## src/rtl/pipelined_control_unit.sv

```systemverilog
// pipelined_control_unit: MIPS ID decode carried through STAGES control pipeline registers,
// with load-use bubble insertion, hold, ID/EX flush and a saturating bubble counter.
module pipelined_control_unit #(
   parameter int CTRL_W    = 27,
   parameter int STAGES    = 3,
   parameter int HAZARD_EN = 1,
   parameter int CNT_W     = 16
) (
   input  logic                     clk,
   input  logic                     reset,
   input  logic [31:0]              instruction,
   input  logic                     instr_valid,
   input  logic                     hold,
   input  logic                     flush,
   output logic [STAGES*CTRL_W-1:0] ctrl_pipe,
   output logic [STAGES*5-1:0]      dest_pipe,
   output logic                     stall_out,
   output logic [CNT_W-1:0]         bubble_cnt
);
   logic [5:0] op, fn;
   logic [4:0] rs, rt, rd, sh;
   logic [26:0] ctrl_d;
   logic [4:0] dest_d;
   logic uses_rs, uses_rt, hz, bub;
   logic [CNT_W-1:0] cnt_d, cnt_q;
   logic [CTRL_W-1:0] ctrl_q [STAGES];
   logic [4:0] dest_q [STAGES];
   assign {op, rs, rt, rd, sh, fn} = instruction;
   always_comb begin
      ctrl_d  = '0;
      uses_rs = 1'b0;
      uses_rt = 1'b0;
      case (op)
         6'h00: if (sh == 5'd0) case (fn)
            6'h23: begin ctrl_d[15:13] = 3'b001; ctrl_d[22] = 1'b1; ctrl_d[7:6] = 2'b11; ctrl_d[10:8] = 3'b100; uses_rs = 1'b1; uses_rt = 1'b1; end
            6'h08: begin ctrl_d[1] = 1'b1; ctrl_d[12] = 1'b1; uses_rs = 1'b1; end
            6'h10: begin ctrl_d[10:8] = 3'b001; ctrl_d[22] = 1'b1; ctrl_d[7:6] = 2'b11; end
            6'h12: begin ctrl_d[10:8] = 3'b010; ctrl_d[22] = 1'b1; ctrl_d[7:6] = 2'b11; end
            default: ;
         endcase
         6'h09: begin ctrl_d[22] = 1'b1; ctrl_d[7:6] = 2'b01; ctrl_d[10:8] = 3'b100; uses_rs = 1'b1; end
         6'h24: begin ctrl_d[22] = 1'b1; ctrl_d[26] = 1'b1; ctrl_d[7:6] = 2'b01; ctrl_d[17] = 1'b1; ctrl_d[19:18] = 2'b01; ctrl_d[10:8] = 3'b100; uses_rs = 1'b1; end
         6'h28: begin ctrl_d[16] = 1'b1; ctrl_d[17] = 1'b1; ctrl_d[19:18] = 2'b01; ctrl_d[10:8] = 3'b100; uses_rs = 1'b1; uses_rt = 1'b1; end
         6'h07: begin ctrl_d[15:13] = 3'b100; ctrl_d[2] = 1'b1; uses_rs = 1'b1; end
         6'h0F: begin ctrl_d[15:13] = 3'b110; ctrl_d[22] = 1'b1; ctrl_d[7:6] = 2'b01; ctrl_d[10:8] = 3'b100; end
         6'h03: begin ctrl_d[1] = 1'b1; ctrl_d[3] = 1'b1; ctrl_d[22] = 1'b1; ctrl_d[7:6] = 2'b10; ctrl_d[25] = 1'b1; end
         6'h02: ctrl_d[1] = 1'b1;
         default: ;
      endcase
      // every decoded instruction sets at least one field, so any set bit marks it valid
      ctrl_d[4] = |ctrl_d;
      dest_d = ctrl_d[7:6] == 2'b01 ? rt : ctrl_d[7:6] == 2'b11 ? rd : ctrl_d[7:6] == 2'b10 ? 5'd31 : 5'd0;
      hz = (HAZARD_EN != 0) && instr_valid && ctrl_q[0][26] && dest_q[0] != 5'd0 &&
           ((dest_q[0] == rs && uses_rs) || (dest_q[0] == rt && uses_rt));
      bub = flush | hz | ~instr_valid;
      cnt_d = (hz && !flush && cnt_q != '1) ? cnt_q + 1'b1 : cnt_q;
   end
   always_ff @(posedge clk) begin
      if (reset) begin
         for (int i = 0; i < STAGES; i++) begin
            ctrl_q[i] <= '0;
            dest_q[i] <= '0;
         end
         cnt_q <= '0;
      end else if (!hold) begin
         for (int i = STAGES - 1; i > 0; i--) begin
            ctrl_q[i] <= ctrl_q[i-1];
            dest_q[i] <= dest_q[i-1];
         end
         ctrl_q[0] <= bub ? '0 : CTRL_W'(ctrl_d);
         dest_q[0] <= bub ? 5'd0 : dest_d;
         cnt_q     <= cnt_d;
      end
   end
   for (genvar k = 0; k < STAGES; k++) begin : g_out
      assign ctrl_pipe[k*CTRL_W +: CTRL_W] = ctrl_q[k];
      assign dest_pipe[k*5 +: 5]           = dest_q[k];
   end
   assign stall_out  = hz & ~hold;
   assign bubble_cnt = cnt_q;
endmodule
```

## config.mk

```make
export PLATFORM = sky130hd
export DESIGN_NAME = pipelined_control_unit
export DESIGN_NICKNAME = d
export VERILOG_FILES = /design/src/rtl/pipelined_control_unit.sv
export SDC_FILE = /design/constraint.sdc
export NUM_CORES = 1
export LEC_CHECK = 0
export CAP_MARGIN = 40
export CORE_MARGIN = 2
export CORE_UTILIZATION = 30
export DETAILED_ROUTE_END_ITERATION = 12
export PLACE_DENSITY_LB_ADDON = 0.05
export SLEW_MARGIN = 20
export SYNTH_ARGS = -nofsm -noshare
export SYNTH_HDL_FRONTEND = slang
export SYNTH_SLANG_ARGS = --single-unit
```

## constraint.sdc

```tcl
create_clock -name clk -period 4.89 [get_ports clk]
set_input_delay 0.978 -clock clk [delete_from_list [all_inputs] [get_ports clk]]
set_output_delay 0.978 -clock clk [all_outputs]
set_load 0.02 [all_outputs]
```

## Yosys cells after proc, flatten, opt, wreduce, memory -nomap -nowiden

Memories as Yosys holds them, arrays and structs flattened.
Index checks and enable logic that the tools add are counted.

| storage, ports and cells | value |
|---|---|
| flip-flop bits (word level) | 16 |
| memory bits (writable) | 96 |
| input port bits | 37 |
| output and inout port bits | 113 |
| logic and storage cells | 95 |
| memories | 2 |

Memories:

| name | depth | bits a word | read ports | clocked after memory_dff | write ports | RTL line | source |
|---|---|---|---|---|---|---|---|
| ctrl_q | 3 | 27 | 3 | 0 | 3 | 26 | `logic [CTRL_W-1:0] ctrl_q [STAGES];` |
| dest_q | 3 | 5 | 3 | 0 | 3 | 27 | `logic [4:0] dest_q [STAGES];` |

| cells by class | value |
|---|---|
| $add $sub $neg | 1 |
| equality and inequality tests | 17 |
| multiplexer cells | 41 |
| bitwise logic cells | 11 |
| reductions and logical operators | 22 |

Operators by type and width:

| cell | count |
|---|---|
| 27-bit 2-to-1 mux | 4 |
| 5-bit 2-to-1 mux | 8 |
| 1-bit 2-to-1 mux | 19 |
| 6-bit by 4-bit == test with 1-bit output, second input constant | 3 |
| 6-bit == test, second input constant | 3 |
| 18-bit OR reduction | 1 |
| 16-bit by 1-bit adder with 16-bit output, second input constant | 1 |
| 16-bit != test, second input constant | 1 |
| 5-bit case mux with 3 select lines | 1 |
| 6-bit by 2-bit == test with 1-bit output, second input constant | 2 |
| 6-bit by 5-bit == test with 1-bit output, second input constant | 2 |
| 4-bit OR reduction | 3 |
| 5-bit == test | 2 |
| 3-bit case mux with 3 select lines | 1 |
| 1-bit OR | 8 |
| 1-bit case mux with 2 select lines | 4 |
| 1-bit logical AND | 7 |
| 6-bit by 3-bit == test with 1-bit output, second input constant | 1 |
| 6-bit zero test | 1 |
| 2-bit case mux with 3 select lines | 1 |
| 3-bit case mux with 2 select lines | 1 |
| 2-bit OR reduction | 3 |
| 3-bit OR reduction | 2 |
| 5-bit zero test | 1 |
| other kinds (10) | 12 |

## Longest topological paths before layout

| logic depth | value |
|---|---|
| depth in word-level cells | 12 |
| gate-level depth with buffers | 9 |
| gate-level depth less buffers | 7 |

## Worst setup path before layout

No wires, ideal clock.

| timing path | value |
|---|---|
| path kind | in2out |
| start | in instruction[29] |
| end | out stall_out |
| arrival time | 2.591 ns |
| required time | 3.912 ns |
| path slack | 1.321 ns |
| stages on the path | 8 |
| path buffers | 2 |
| path through | buf_6 nor3_4 nand4_2 o21a_1 a21o_4 and2_1 buf_2 nor3_1 |

| on the way | value |
|---|---|
| cells in the longest elaborated chain, start to end | 7 |
| elaborated cells between the ends (all ways) | 13 |
| classes of those cells | eq/ne (4); mux (2); bitwise (1); reduce/logical (6) |

RTL lines:

| what | RTL line | source |
|---|---|---|
| start, declared | 11 | `input logic [31:0] instruction,` |
| 6-bit == test (tied with other cells) | 33 | `case (op)` |
| 4-bit OR reduction (no line) | -- |  |
| 1-bit case mux with 2 select lines | 33 |  |
| 1-bit logical AND | 54 | `((dest_q[0] == rs && uses_rs) \|\| (dest_q[0] == rt && uses_rt));` |
| 1-bit logical OR * | 54 |  |
| 1-bit logical AND * | 53 | `hz = (HAZARD_EN != 0) && instr_valid && ctrl_q[0][26] && dest_q[0] != 5'd0 &&` |
| 1-bit bitwise AND * | 79 | `assign stall_out = hz & ~hold;` |
| end, declared | 17 | `output logic stall_out,` |

Mark *: on every way between the ends. The rest lies on a longest branch, timed or not.

## Worst setup path in the final report

Same ends and word-level chain as after synthesis.

==> flow_metrics.env <==
export IMPL_netlist_area_um2=3970
export IMPL_setup_viol=0
export IMPL_fin_area_um2=5590
export IMPL_critPathLaunchType="input pin"
export IMPL_clk_path_buf_depth=2
export IMPL_status="finished clean"
export IMPL_critPathCaptureType="primary output"
export IMPL_post_cts_resize_count=0
export IMPL_slew_violations=0
export IMPL_io_pins=150
export IMPL_numCtsBuffers=9
export IMPL_fin_nets=495
export IMPL_reg2reg_depth=6
export IMPL_dp_slack_ps=371
export IMPL_postSynthAreaPerCell_um2=11.8
export IMPL_relSlewSlack=0.609
export IMPL_routed_wl_mm=9.59
export IMPL_period_needed_ps=4530
export IMPL_cts_clk_slew_worst_paths_ps=60
export IMPL_synth_cells_most_frequent="edfxtp_1, and2_1, buf_4"
export IMPL_grt_start_max_net_pins=45
export IMPL_synth_xor_area_share=0.0287
export IMPL_post_drt_wl_per_cell_um=15.0
export IMPL_finalHoldViolations=0
export IMPL_fmax_mhz=221
export IMPL_drive_gt1_frac=0.0693
export IMPL_fin_total_pwr_mw=1.68
export IMPL_first_iter_violations=169
export IMPL_synthArstFlopShare=0
export IMPL_synthTopCellsByArea="edfxtp_1, dfxtp_1, and2_1, buf_4, nor2_1"
export IMPL_grt_overflow=0
export IMPL_rsz0062_at_grt="no"
export IMPL_crit_fanout=10
export IMPL_cts_tree="built"
export IMPL_required_ps=3910
export IMPL_yosys_area_top_type="edfxtp_1"
export IMPL_synth_top_family_by_area="simple AND/OR/NAND/NOR gates"
export IMPL_netlist_area_leader_share=0.499
export IMPL_firstDrtPassIters=4
export IMPL_leakage_nw=2.00
export IMPL_drc=0
export IMPL_cts_max_level=3
export IMPL_core_area_um2=13100
export IMPL_yosysMostFrequentCell="edfxtp_1"
export IMPL_synthMuxAreaShare=0.0139
export IMPL_ys_seq_area_frac=0.580
export IMPL_vias=2831
export IMPL_initial_utilization=0.303
export IMPL_port_buffers=125
export IMPL_place_area_um2=5300
export IMPL_synth_cell_types=57
export IMPL_clock_latency_ps=330
export IMPL_row_count=42
export IMPL_fin_ws_ps=364
export IMPL_criticalPathCategory="in -> out"
export IMPL_netlist_instances=335
export IMPL_drv_cap=0
export IMPL_cts_hold_buf=0
export IMPL_grt_usage=0.137
export IMPL_ir_worst_vdd_mv=0.155
export IMPL_synth_adder_area_share=0.00315
export IMPL_worstPathArrival_ps=3550
export IMPL_drtAntennaViolNets=0
export IMPL_cts_root_buf="clkbuf_16"
export IMPL_min_period_over_period=0.926
export IMPL_synth_edf_count=66
export IMPL_p_per_area_nw_per_um2=301
export IMPL_grt_pass1_vias=2763
export IMPL_die_h_um=119
export IMPL_gp_congestion=0.795
export IMPL_ys_seq_elements=82
export IMPL_antennaDiodeCount=0
export IMPL_grt_pass1_wl_mm=15.0
export IMPL_synthSimpleGateAreaFrac=0.215
export IMPL_antenna_found_initial=0
export IMPL_synthFlopType="edfxtp_1"
export IMPL_holdPathStages=2
export IMPL_synth_compound_area_share=0.0813
export IMPL_fp_dieW_um=119
export IMPL_finClkSkew_ps=4.03
export IMPL_worst_pin_slew_ps=581
export IMPL_hpwl_mm=7.01
export IMPL_yosysWarnings=0
export IMPL_hold_path_class="reg -> reg"
export IMPL_die_area_um2=14200
export IMPL_cts_sinks=82
export IMPL_tns_ps=0
export IMPL_post_cts_buffers=0
export IMPL_viasPerCell=4.44
export IMPL_synthToLayoutAreaGrowth_pct=40.8
registers in the layout, indices dropped and copies added (netlist names):
signal,flops
bubble_cnt,16
dest_q,15
ctrl_q,51
path summary, 6_finish.rpt:
check	startpoint	to	slack (ps)
max reg2reg	dest_q[0][1]	ctrl_q[0][2]	2100
min reg2reg	bubble_cnt[5]	bubble_cnt[5]	510
min	bubble_cnt[5]	bubble_cnt[5]	510
max	instruction[29]	stall_out	360
layout by cell type, fill, tap and decap left out, drive strengths merged, types with 8 or more instances in the layout:
master / count
clkbuf: 9
clkdlybuf4s50: 125
conb: 24
a21oi: 15
and2: 46
edfxtp: 66
nand3: 10
nor2: 20
nor3: 13
nor4: 8
nand2: 8
dfxtp: 16
layer usage:
metal	up-vias	part of all wire	global-route usage	routed length (µm)
met2	81	0.49	0.224	4670
met4	0	0.015	0.0580	143
met3	9	0.045	0.0283	430
li1	1404	-	-	-
met5	-	0	0	0
met1	1337	0.45	0.176	4340
critical path, cell delays in order:
cell             delay, ps
clkdlybuf4s50_1        660
nor2b_1                270
a31oi_1                150
o32ai_2                290
o21bai_4               120
and2_1                 230
nor3_1                 200
clkdlybuf4s50_1        650
stage by stage:
step                cells  utilization  hold slack (ps)
finish                638        0.427              514
global route          638        0.427              551
CTS                   638        0.427              523
detailed placement    622        0.405              511
global placement      621        0.404              504
floorplan             358            -              566
logic make-up after synthesis:
family,count (synthesis)
AND/OR/NAND/NOR,141
flip-flops,82
buffers and inverters,48
AO/OA/AOI/OAI,44
XOR/XNOR,13
multiplexers,5
adder cells (fa/ha/maj),1
other,1
cell type report:
class | instances | area (µm²)
Multi-Input combinational cell | 228 | 1460
Timing Repair Buffer | 129 | 1290
Inverter | 7 | 26.3
Sequential cell | 82 | 2300
Tap cell | 176 | 220
Fill cell | 1250 | 7500
Clock buffer | 9 | 225
Clock inverter | 7 | 60.1
power breakdown:
group	internal, mW	switching, mW	total [mW]
logic	0.101	0.121	0.223
clock network	0.389	0.264	0.654
registers	0.786	0.0167	0.803
total	1.28	0.403	1.68
Power figures use the tool's default switching activity.
